File: src/rtl/fft_in_reorder_pp.sv
// -----------------------------------------------------------------------------
// fft_in_reorder_pp
//
// Input bit-reversal reorder stage for the multi-mode FFT. Natural-order
// complex samples arrive under a valid/ready handshake. Each sample is written,
// one cycle later, to the bit-reversed address of its frame index in one of two
// ping-pong banks. Samples of inverse-transform frames are conjugated with a
// saturating negate of the imaginary part. The butterfly engine releases full
// banks in the order they were filled.
//
// Ports
//   clk, rst_n           clock, asynchronous active-low reset
//   in_valid, in_ready   input handshake; a sample is taken on in_valid & in_ready
//   sop_in               first sample of a frame (qualified by in_valid)
//   x_re, x_im           sample, DW-bit two's complement
//   inv, log2n           frame config, sampled with sop_in
//   wr_en, wr_bank,
//   wr_addr, wr_re,
//   wr_im                buffer write port (registered, one cycle after accept)
//   frame_done           pulse with the last write of a frame
//   done_bank,
//   frame_inv,
//   frame_log2n          completed-frame info, valid with frame_done
//   bank_full            per-bank occupancy
//   bank_release         pulse: downstream freed the oldest full bank
//   sop_err              pulse: sop arrived mid-frame, frame restarted
//   cfg_err              pulse: sop carried an illegal log2n, frame rejected
//
// State table
//   state | meaning
//   IDLE  | waiting for sop; ready only if the write bank is free
//   FILL  | collecting a frame into wbank; always ready
// -----------------------------------------------------------------------------
module fft_in_reorder_pp #(
    parameter int DW       = 16,
    parameter int LOG2_MAX = 9,
    parameter int LOG2_MIN = 6
) (
    input  logic                clk,
    input  logic                rst_n,
    input  logic                in_valid,
    input  logic                sop_in,
    input  logic [DW-1:0]       x_re,
    input  logic [DW-1:0]       x_im,
    input  logic                inv,
    input  logic [3:0]          log2n,
    output logic                in_ready,
    output logic                wr_en,
    output logic                wr_bank,
    output logic [LOG2_MAX-1:0] wr_addr,
    output logic [DW-1:0]       wr_re,
    output logic [DW-1:0]       wr_im,
    output logic                frame_done,
    output logic                done_bank,
    output logic                frame_inv,
    output logic [3:0]          frame_log2n,
    output logic [1:0]          bank_full,
    input  logic                bank_release,
    output logic                sop_err,
    output logic                cfg_err
);

    localparam int            AW    = LOG2_MAX;
    localparam logic [3:0]    L2MAX = 4'(LOG2_MAX);
    localparam logic [3:0]    L2MIN = 4'(LOG2_MIN);
    localparam logic [DW-1:0] S_MIN = {1'b1, {(DW-1){1'b0}}};
    localparam logic [DW-1:0] S_MAX = {1'b0, {(DW-1){1'b1}}};
    localparam logic [AW-1:0] ONE   = {{(AW-1){1'b0}}, 1'b1};

    typedef enum logic {
        IDLE = 1'b0,
        FILL = 1'b1
    } state_t;

    // Reverse all AW bits, then shift down so only the low lg bits of the
    // index land, reversed, in the low lg bits of the address.
    function automatic logic [AW-1:0] bit_rev(input logic [AW-1:0] idx,
                                              input logic [3:0]    lg);
        logic [AW-1:0] r;
        for (int i = 0; i < AW; i++) begin
            r[i] = idx[AW-1-i];
        end
        return r >> (L2MAX - lg);
    endfunction

    // Negating the most negative value would wrap; clamp it instead.
    function automatic logic [DW-1:0] neg_sat(input logic [DW-1:0] v);
        if (v == S_MIN) begin
            return S_MAX;
        end
        return -v;
    endfunction

    state_t        state;
    logic [AW-1:0] cnt;
    logic          wbank;
    logic          rbank;
    logic          ready_en;
    logic          cfg_inv;
    logic [3:0]    cfg_log2n;

    logic          acc;
    logic          lg_ok;
    logic [AW-1:0] last_idx;
    logic          is_last;
    logic [AW-1:0] addr_cnt;
    logic [DW-1:0] im_new;
    logic [DW-1:0] im_cur;
    logic          rel_ok;
    logic [1:0]    set_mask;
    logic [1:0]    clr_mask;

    // ready_en keeps in_ready low while reset is asserted.
    assign in_ready = ready_en & ((state == FILL) | ~bank_full[wbank]);
    assign acc      = in_valid & in_ready;
    assign lg_ok    = (log2n >= L2MIN) && (log2n <= L2MAX);
    assign last_idx = ~({AW{1'b1}} << cfg_log2n);
    assign is_last  = (cnt == last_idx);
    assign addr_cnt = bit_rev(cnt, cfg_log2n);

    // A sop sample uses the inv arriving with it; the rest use the latched one.
    assign im_new   = inv     ? neg_sat(x_im) : x_im;
    assign im_cur   = cfg_inv ? neg_sat(x_im) : x_im;

    // The completed bank is marked full at the end of the frame_done cycle.
    // Set and release both look at pre-cycle flags: the bank being set was
    // free at its sop, so a release can never target it in the same cycle.
    assign rel_ok   = bank_release & bank_full[rbank];
    assign set_mask = frame_done ? (done_bank ? 2'b10 : 2'b01) : 2'b00;
    assign clr_mask = rel_ok     ? (rbank     ? 2'b10 : 2'b01) : 2'b00;

    always_ff @(posedge clk or negedge rst_n) begin
        if (!rst_n) begin
            bank_full <= 2'b00;
            rbank     <= 1'b0;
        end else begin
            bank_full <= (bank_full | set_mask) & ~clr_mask;
            if (rel_ok) begin
                rbank <= ~rbank;
            end
        end
    end

    always_ff @(posedge clk or negedge rst_n) begin
        if (!rst_n) begin
            state       <= IDLE;
            cnt         <= '0;
            wbank       <= 1'b0;
            ready_en    <= 1'b0;
            cfg_inv     <= 1'b0;
            cfg_log2n   <= '0;
            wr_en       <= 1'b0;
            wr_bank     <= 1'b0;
            wr_addr     <= '0;
            wr_re       <= '0;
            wr_im       <= '0;
            frame_done  <= 1'b0;
            done_bank   <= 1'b0;
            frame_inv   <= 1'b0;
            frame_log2n <= '0;
            sop_err     <= 1'b0;
            cfg_err     <= 1'b0;
        end else begin
            ready_en   <= 1'b1;
            wr_en      <= 1'b0;
            frame_done <= 1'b0;
            sop_err    <= 1'b0;
            cfg_err    <= 1'b0;

            case (state)
                IDLE: begin
                    // Samples without sop are dropped here.
                    if (acc && sop_in) begin
                        if (lg_ok) begin
                            cfg_log2n <= log2n;
                            cfg_inv   <= inv;
                            wr_en     <= 1'b1;
                            wr_bank   <= wbank;
                            wr_addr   <= '0;
                            wr_re     <= x_re;
                            wr_im     <= im_new;
                            cnt       <= ONE;
                            state     <= FILL;
                        end else begin
                            cfg_err <= 1'b1;
                        end
                    end
                end

                FILL: begin
                    if (acc) begin
                        if (sop_in) begin
                            // Restart in the same bank; stale entries of the
                            // aborted frame get overwritten by the new one.
                            sop_err <= 1'b1;
                            if (lg_ok) begin
                                cfg_log2n <= log2n;
                                cfg_inv   <= inv;
                                wr_en     <= 1'b1;
                                wr_bank   <= wbank;
                                wr_addr   <= '0;
                                wr_re     <= x_re;
                                wr_im     <= im_new;
                                cnt       <= ONE;
                            end else begin
                                cfg_err <= 1'b1;
                                cnt     <= '0;
                                state   <= IDLE;
                            end
                        end else begin
                            wr_en   <= 1'b1;
                            wr_bank <= wbank;
                            wr_addr <= addr_cnt;
                            wr_re   <= x_re;
                            wr_im   <= im_cur;
                            if (is_last) begin
                                frame_done  <= 1'b1;
                                done_bank   <= wbank;
                                frame_inv   <= cfg_inv;
                                frame_log2n <= cfg_log2n;
                                wbank       <= ~wbank;
                                cnt         <= '0;
                                state       <= IDLE;
                            end else begin
                                cnt <= cnt + ONE;
                            end
                        end
                    end
                end

                default: state <= IDLE;
            endcase
        end
    end

endmodule

File: config.mk
export PLATFORM = sky130hd
export DESIGN_NAME = fft_in_reorder_pp
export DESIGN_NICKNAME = d
export VERILOG_FILES = /design/src/rtl/fft_in_reorder_pp.sv
export SDC_FILE = /design/constraint.sdc
export NUM_CORES = 1
export LEC_CHECK = 0
export BUFFER_PORTS_ARGS = -buffer_cell sky130_fd_sc_hd__buf_2
export CAP_MARGIN = 20
export CORE_MARGIN = 3
export CORE_UTILIZATION = 49
export CTS_CLUSTER_SIZE = 40
export DETAILED_ROUTE_END_ITERATION = 7
export PLACE_DENSITY_LB_ADDON = 0.2
export SLEW_MARGIN = 40
export SYNTH_ARGS = -nofsm -noshare
export SYNTH_HDL_FRONTEND = slang
export SYNTH_SLANG_ARGS = --single-unit
File: constraint.sdc
create_clock -name clk -period 2.6 [get_ports clk]
set_clock_uncertainty 0.2 [all_clocks]
set_input_delay 0.39 -clock clk [delete_from_list [all_inputs] [get_ports clk]]
set_output_delay 0.39 -clock clk [all_outputs]
set_load 0.1 [all_outputs]
==> results of run 1 <==
[path summary, 6_finish.rpt]
kind,end,slack (ns),depth (start not counted)
min reg2reg,wr_re[12],0.26,2
min in group asynchronous,wr_im[4],0.42,2
max in group asynchronous,wr_im[1],1.11,3
min,wr_re[12],0.04,3
max,done_bank,0.09,5
max reg2reg,done_bank,0.09,5
[power groups by stage]
| stage | combinational (uW) | sequential (uW) | clock, uW |
|---|---|---|---|
| after floorplan | 914 | 3280 | 0 |
| after global placement | 3130 | 1660 | 0 |
| after detailed placement | 3160 | 1670 | 0 |
| after CTS | 3170 | 1650 | 1000 |
| after global routing | 3340 | 1700 | 1050 |
| final | 3170 | 1650 | 986 |
[layer usage]
| metal | global-route usage [%] | wire length, um |
|---|---|---|
| met1 | 36.1 | 5510 |
| met5 | 0 | 0 |
| met3 | 4.25 | 699 |
| met4 | 7.98 | 174 |
| met2 | 34.3 | 4940 |
[layout make-up]
class	count	area (um^2)	share of cell area [%]
clock buffers	9	124	2.40
clock inverters	7	96.3	1.87
inverters	16	60.1	1.17
multi-input cells	370	2180	42.4
flip-flops and latches	72	1810	35.1
well taps	105	131	2.55
repair buffers	128	748	14.5
[stage by stage]
step | power (uW) | util [%] | cells
floorplan | 4190 | - | 494
global placement | 4780 | 59.5 | 689
detailed placement | 4830 | 59.5 | 689
CTS | 5820 | 62.3 | 706
global route | 6100 | 62.4 | 707
finish | 5810 | 62.4 | 707
[worst max-delay path, cell delays in order (launching register included)]
cell     delay [ns]
dfrtp_2        0.45
or4_1          0.53
a211o_1        0.27
o311a_1        0.14
or4_4          0.50
mux2_4         0.32
[sequential cells by signal (all words and copies together), names as in the netlist, 2 cells and up]
name / count
cfg_log2n: 4
wr_im: 16
wr_re: 16
bank_full: 2
cnt: 9
frame_log2n: 4
wr_addr: 9
[logic make-up (layout without fill, tap and decap cells)]
family / Yosys count / count (layout) / share of synthesized area, %
other: 1 / 1 / 0.0894
AO/OA/AOI/OAI: 141 / 141 / 22.0
multiplexers: 14 / 14 / 4.59
buffers and inverters: 52 / 160 / 5.07
XOR/XNOR: 5 / 5 / 1.04
AND/OR/NAND/NOR: 204 / 204 / 22.7
flip-flops: 72 / 72 / 43.0
adder cells (fa/ha/maj): 5 / 5 / 1.49
[synthesized netlist by cell type (all sizes together), types with 4 or more instances]
cell type / count / area share (%)
nor2: 30 / 2.7
nand3: 18 / 2.1
o211ai: 8 / 1.4
o31ai: 4 / 0.72
or4: 4 / 0.81
mux2i: 8 / 1.9
a22o: 4 / 0.84
nor4: 5 / 0.89
ha: 5 / 1.5
inv: 16 / 1.4
buf: 4 / 0.78
a21oi: 27 / 3.2
clkbuf: 32 / 2.9
o21a: 6 / 1.1
and3: 8 / 1.2
nand2: 99 / 8.9
dfrtp: 72 / 43
a31oi: 13 / 1.9
a211oi: 4 / 0.72
nor2b: 6 / 0.90
o21ai: 43 / 5.1
nor3: 14 / 1.8
nand2b: 4 / 0.60
[repair_timing]
action	in CTS	in global routing
endpoints found under the hold margin	28	0
hold buffers	1	0
buffers inserted	0	1
gates resized for setup	0	2
setup endpoints to repair	0	4
==> flow_summary.json, run 1 <==
{
  "status": "finished, final reports clean",
  "start_util_pct": 50.8,
  "wl_per_cell_um": 16.0,
  "ys_warn_count": 0,
  "die_h_um": 98.5,
  "required_ns": 2.63,
  "hold_viol": 0,
  "grt_usage_pct": 23.8,
  "placed_area_mm2": 0.00491,
  "port_buffers": 96,
  "ys_ff_latch": 72,
  "syn_area_per_cell_um2": 8.49,
  "p_clk_share_pct": 17.0,
  "viasPerCell": 5.82,
  "htreeDepth": 3,
  "critPathArrivalTime_ns": 2.54,
  "synth_nets": 541,
  "crit_path_max_fanout": 7,
  "setup_tns_ns": 0,
  "fp-row-count": 33,
  "peakVddDrop_uv": 509,
  "slew_viol_final": 0,
  "ctsLongestPathBuffers": 2,
  "synthArstFlopShare_pct": 100,
  "place_hpwl_um": 8330,
  "endpoint_kind": "flip-flop",
  "hold_slack_ns": 0.0383,
  "setup_violations": 0,
  "clk-insertion-delay-late_ns": 0.34,
  "grt_pass1_vias": 3771,
  "n_fill_cell": 739,
  "drc": 0,
  "synth_flop_cell": "dfrtp_1",
  "cts-buffers-inserted": 9,
  "hold_class": "input port to flip-flop",
  "ios": 97,
  "dr.pass1.iters": 5,
  "finish.instance_area_mm2": 0.00515,
  "p_seq_share_pct": 28.4,
  "antenna_cells": 0,
  "grt_pass1_wl_um": 18700,
  "synthesis.area_mm2": 0.00419,
  "clock_sinks": 72,
  "syn_to_final_growth_pct": 22.8,
  "crit_path_start_kind": "flip-flop",
  "die-area_mm2": 0.00971,
  "worstMarginPinSlew_ns": 0.693,
  "root_buffer": "clkbuf_8",
  "worstHoldStart": "x_re[12]",
  "grt_overflow": 0,
  "drv_cap": 0,
  "coreArea_mm2": 0.00826,
  "synth_cell_types": 62,
  "drt_iter0_markers": 285,
  "fin_nets": 644,
  "min_period_ns": 2.51,
  "fmax_mhz": 398,
  "ys_seq_area_share_pct": 43.0,
  "startpoint": "cfg_log2n[1]",
  "relSlewSlack_pct": 53.8,
  "synthCells": 494,
  "power_switching_uw": 3170,
  "synth_edf_count": 0,
  "p_per_area_mw_per_mm2": 1130,
  "postRouteWirelength_um": 11300,
  "antenna_found_initial": 0,
  "finalWorstSetupSlack_ns": 0.0889,
  "fin_crit_sh_pct": 96.6,
  "pre_cts_ws_ns": 0.0306,
  "internal_power_uw": 2640,
  "cts_tree": "yes",
  "clk_pin_slew_ns": 0.08,
  "layout.cells.most_common": "nand2_1",
  "combPwrFrac_pct": 54.6,
  "vias": 4112,
  "p_leak_uw": 0.00247,
  "rsz0062_at_grt": "no",
  "die_w_um": 98.5,
  "final_cell_mix": "99 x nand2_1, 96 x buf_2, 68 x dfrtp_1",
  "drive_above_1_share_pct": 27.4,
  "place_congestion": 0.957,
  "ant_nets": 0,
  "switching_share_pct": 54.5,
  "r2r-start": "cfg_log2n[1]",
  "grt_max_degree": 31,
  "critical_path_class": "flip-flop to flip-flop"
}
No activity file was read; power rests on OpenSTA's default activity.
==> inputs of run 2 (changes only) <==
Settings changed: HOLD_SLACK_MARGIN set to 0.06, PLACE_DENSITY set to 0.77, PLACE_DENSITY_LB_ADDON 0.2 to not set, REMOVE_ABC_BUFFERS set to 1.
==> run 2 against run 1 <==
Effect of this change: worst setup slack lost 0.0090 ns; maximum frequency shrank 0.36%; hold slack gained 0.042 ns; critical path depth grew 3; non-clock buffer count grew 14; cell count grew 1.8%; combinational power is essentially flat; sequential power is essentially flat; wire length grew 3.9%; clock power is essentially flat; critical path type unchanged.
==> flow_summary.json, run 2 (same netlist as run 1, synthesis figures left out) <==
{
  "status": "finished, final reports clean",
  "cts-buffers-inserted": 9,
  "crit_path_start_kind": "flip-flop",
  "clk-insertion-delay-late_ns": 0.35,
  "root_buffer": "clkbuf_8",
  "fin_nets": 658,
  "reg2reg_to": "done_bank",
  "place_congestion": 0.951,
  "cpMostUsedCell": "ha_1",
  "reg2reg_depth": 8,
  "ctsLongestPathBuffers": 2,
  "hold_viol": 0,
  "clock_sinks": 72,
  "rsz0062_at_grt": "yes",
  "die_h_um": 98.5,
  "setup_violations": 0,
  "place_hpwl_um": 8380,
  "min_period_ns": 2.52,
  "endpoint_kind": "flip-flop",
  "required_ns": 2.62,
  "grt_max_degree": 73,
  "wl_per_cell_um": 16.3,
  "slew_viol_final": 0,
  "path_delay_family": "simple AND/OR/NAND/NOR gates",
  "antenna_cells": 0,
  "viasPerCell": 5.83,
  "postRouteWirelength_um": 11800,
  "crit_path_max_fanout": 11,
  "die_w_um": 98.5,
  "worstMarginPinSlew_ns": 0.590,
  "path_buf_inv": 1,
  "peakVddDrop_uv": 726,
  "vias": 4199,
  "dr.pass1.iters": 5,
  "cp_num_cells": 8,
  "fp-row-count": 33,
  "n_fill_cell": 696,
  "coreArea_mm2": 0.00826,
  "cts_tree": "yes",
  "drt_iter0_markers": 305,
  "grt_pass1_vias": 3963,
  "critical_path_class": "flip-flop to flip-flop",
  "start_util_pct": 50.8,
  "antenna_found_initial": 0,
  "port_buffers": 96,
  "max_stage_delay_ns": 0.55,
  "multi_input_area_mm2": 0.00219,
  "p_leak_uw": 0.00252,
  "clk_pin_slew_ns": 0.07,
  "crit_chain": "inv_1, ha_1, ha_1, xor2_1, and4_1, nand2_1, or4_4, mux2_4",
  "die-area_mm2": 0.00971,
  "critPathArrivalTime_ns": 2.54,
  "final_cell_mix": "99 x nand2_1, 95 x buf_2, 70 x dfrtp_1",
  "htreeDepth": 3,
  "cp-endpoint": "done_bank",
  "drc": 0,
  "ios": 97,
  "layout.cells.most_common": "nand2_1",
  "cp_slowest_cell": "or4_4",
  "grt_overflow": 0,
  "fin_util_pct": 64.1,
  "ff_latch_area_mm2": 0.00180,
  "drv_cap": 0,
  "grt_usage_pct": 24.2,
  "relSlewSlack_pct": 60.7,
  "r2r-start": "cfg_log2n[2]",
  "reg.largest.list": "wr_im x16, wr_re x16",
  "ant_nets": 0,
  "fin_crit_sh_pct": 96.9,
  "r2r_setup_slack_ns": 0.08,
  "grt_pass1_wl_um": 19300,
  "fmax_mhz": 397,
  "startpoint": "cfg_log2n[2]",
  "drive_above_1_share_pct": 26.0,
  "hold_class": "input port to flip-flop",
  "syn_to_final_growth_pct": 26.3,
  "p_per_area_mw_per_mm2": 1100,
  "hold_slack_ns": 0.0799
}
run 2: cell count changes in the layout (fill, tap and decap cells not counted), moves of 2 or more:
cell	previous run	this run
dfrtp_2	4	2
clkinv_4	3	1
dfrtp_1	68	70
dlygate4sd3_1	1	17
buf_4	29	27
run 2: worst min-delay path by stage:
stage                 startpoint           end  slack [ns]  cells after the start
finish                  x_re[12]     wr_re[12]        0.08                      3
floorplan                  rst_n  bank_full[0]       -0.11                      0
global route        bank_release  bank_full[0]        0.08                      2
global placement       wr_re[12]     wr_re[12]        0.24                      2
CTS                     x_re[12]     wr_re[12]        0.06                      3
detailed placement         rst_n      wr_re[8]        0.25                      2
run 2: metrics by stage:
step | std cells | setup TNS, ns | area (um^2) | setup WS, ns | power, uW
6_report | 720 | 0 | 5300 | 0.0799 | 5850
3_5_place_dp | 688 | 0 | 4900 | 0.0180 | 4840
5_1_grt | 720 | -0.00171 | 5300 | -0.00171 | 6120
3_3_place_gp | 688 | 0 | 4900 | 0.0844 | 4790
2_1_floorplan | 458 | -50.10 | 4040 | -1.56 | 4120
4_1_cts | 720 | 0 | 5290 | 0.0768 | 5860
run 2: area by class of cell:
type,instances,share of cell area [%]
repair buffers,142,16.9
multi-input cells,370,41.3
well taps,105,2.48
clock inverters,5,1.54
inverters,16,1.13
flip-flops and latches,72,34.1
clock buffers,10,2.60
run 2: where the power goes:
part / total, uW / internal (uW) / switching (uW)
Clock: 988 / 561 / 427
Combinational: 3200 / 697 / 2500
Sequential: 1670 / 1420 / 248
Total: 5850 / 2680 / 3170
run 2: repair_timing:
action | in CTS | in global routing
endpoints found under the setup margin | 1 | 4
pin swaps | 0 | 0
setup buffers | 0 | 0
hold endpoints to repair | 88 | 0
gates resized for setup | 1 | 3
hold buffers | 17 | 0
run 2: layer usage:
metal / vias to the layer above / GRT usage, % / routed length, um
met5: - / 0 / 0
met4: 0 / 10.6 / 323
met3: 26 / 4.53 / 852
met2: 177 / 37.8 / 5490
met1: 1994 / 33.2 / 5110
li1: 2002 / - / -
run 2: worst min-delay path, delay by kind of cell:
family,cells,cell delay [ns]
simple gates,2,0.11
buf+inv,1,0.08
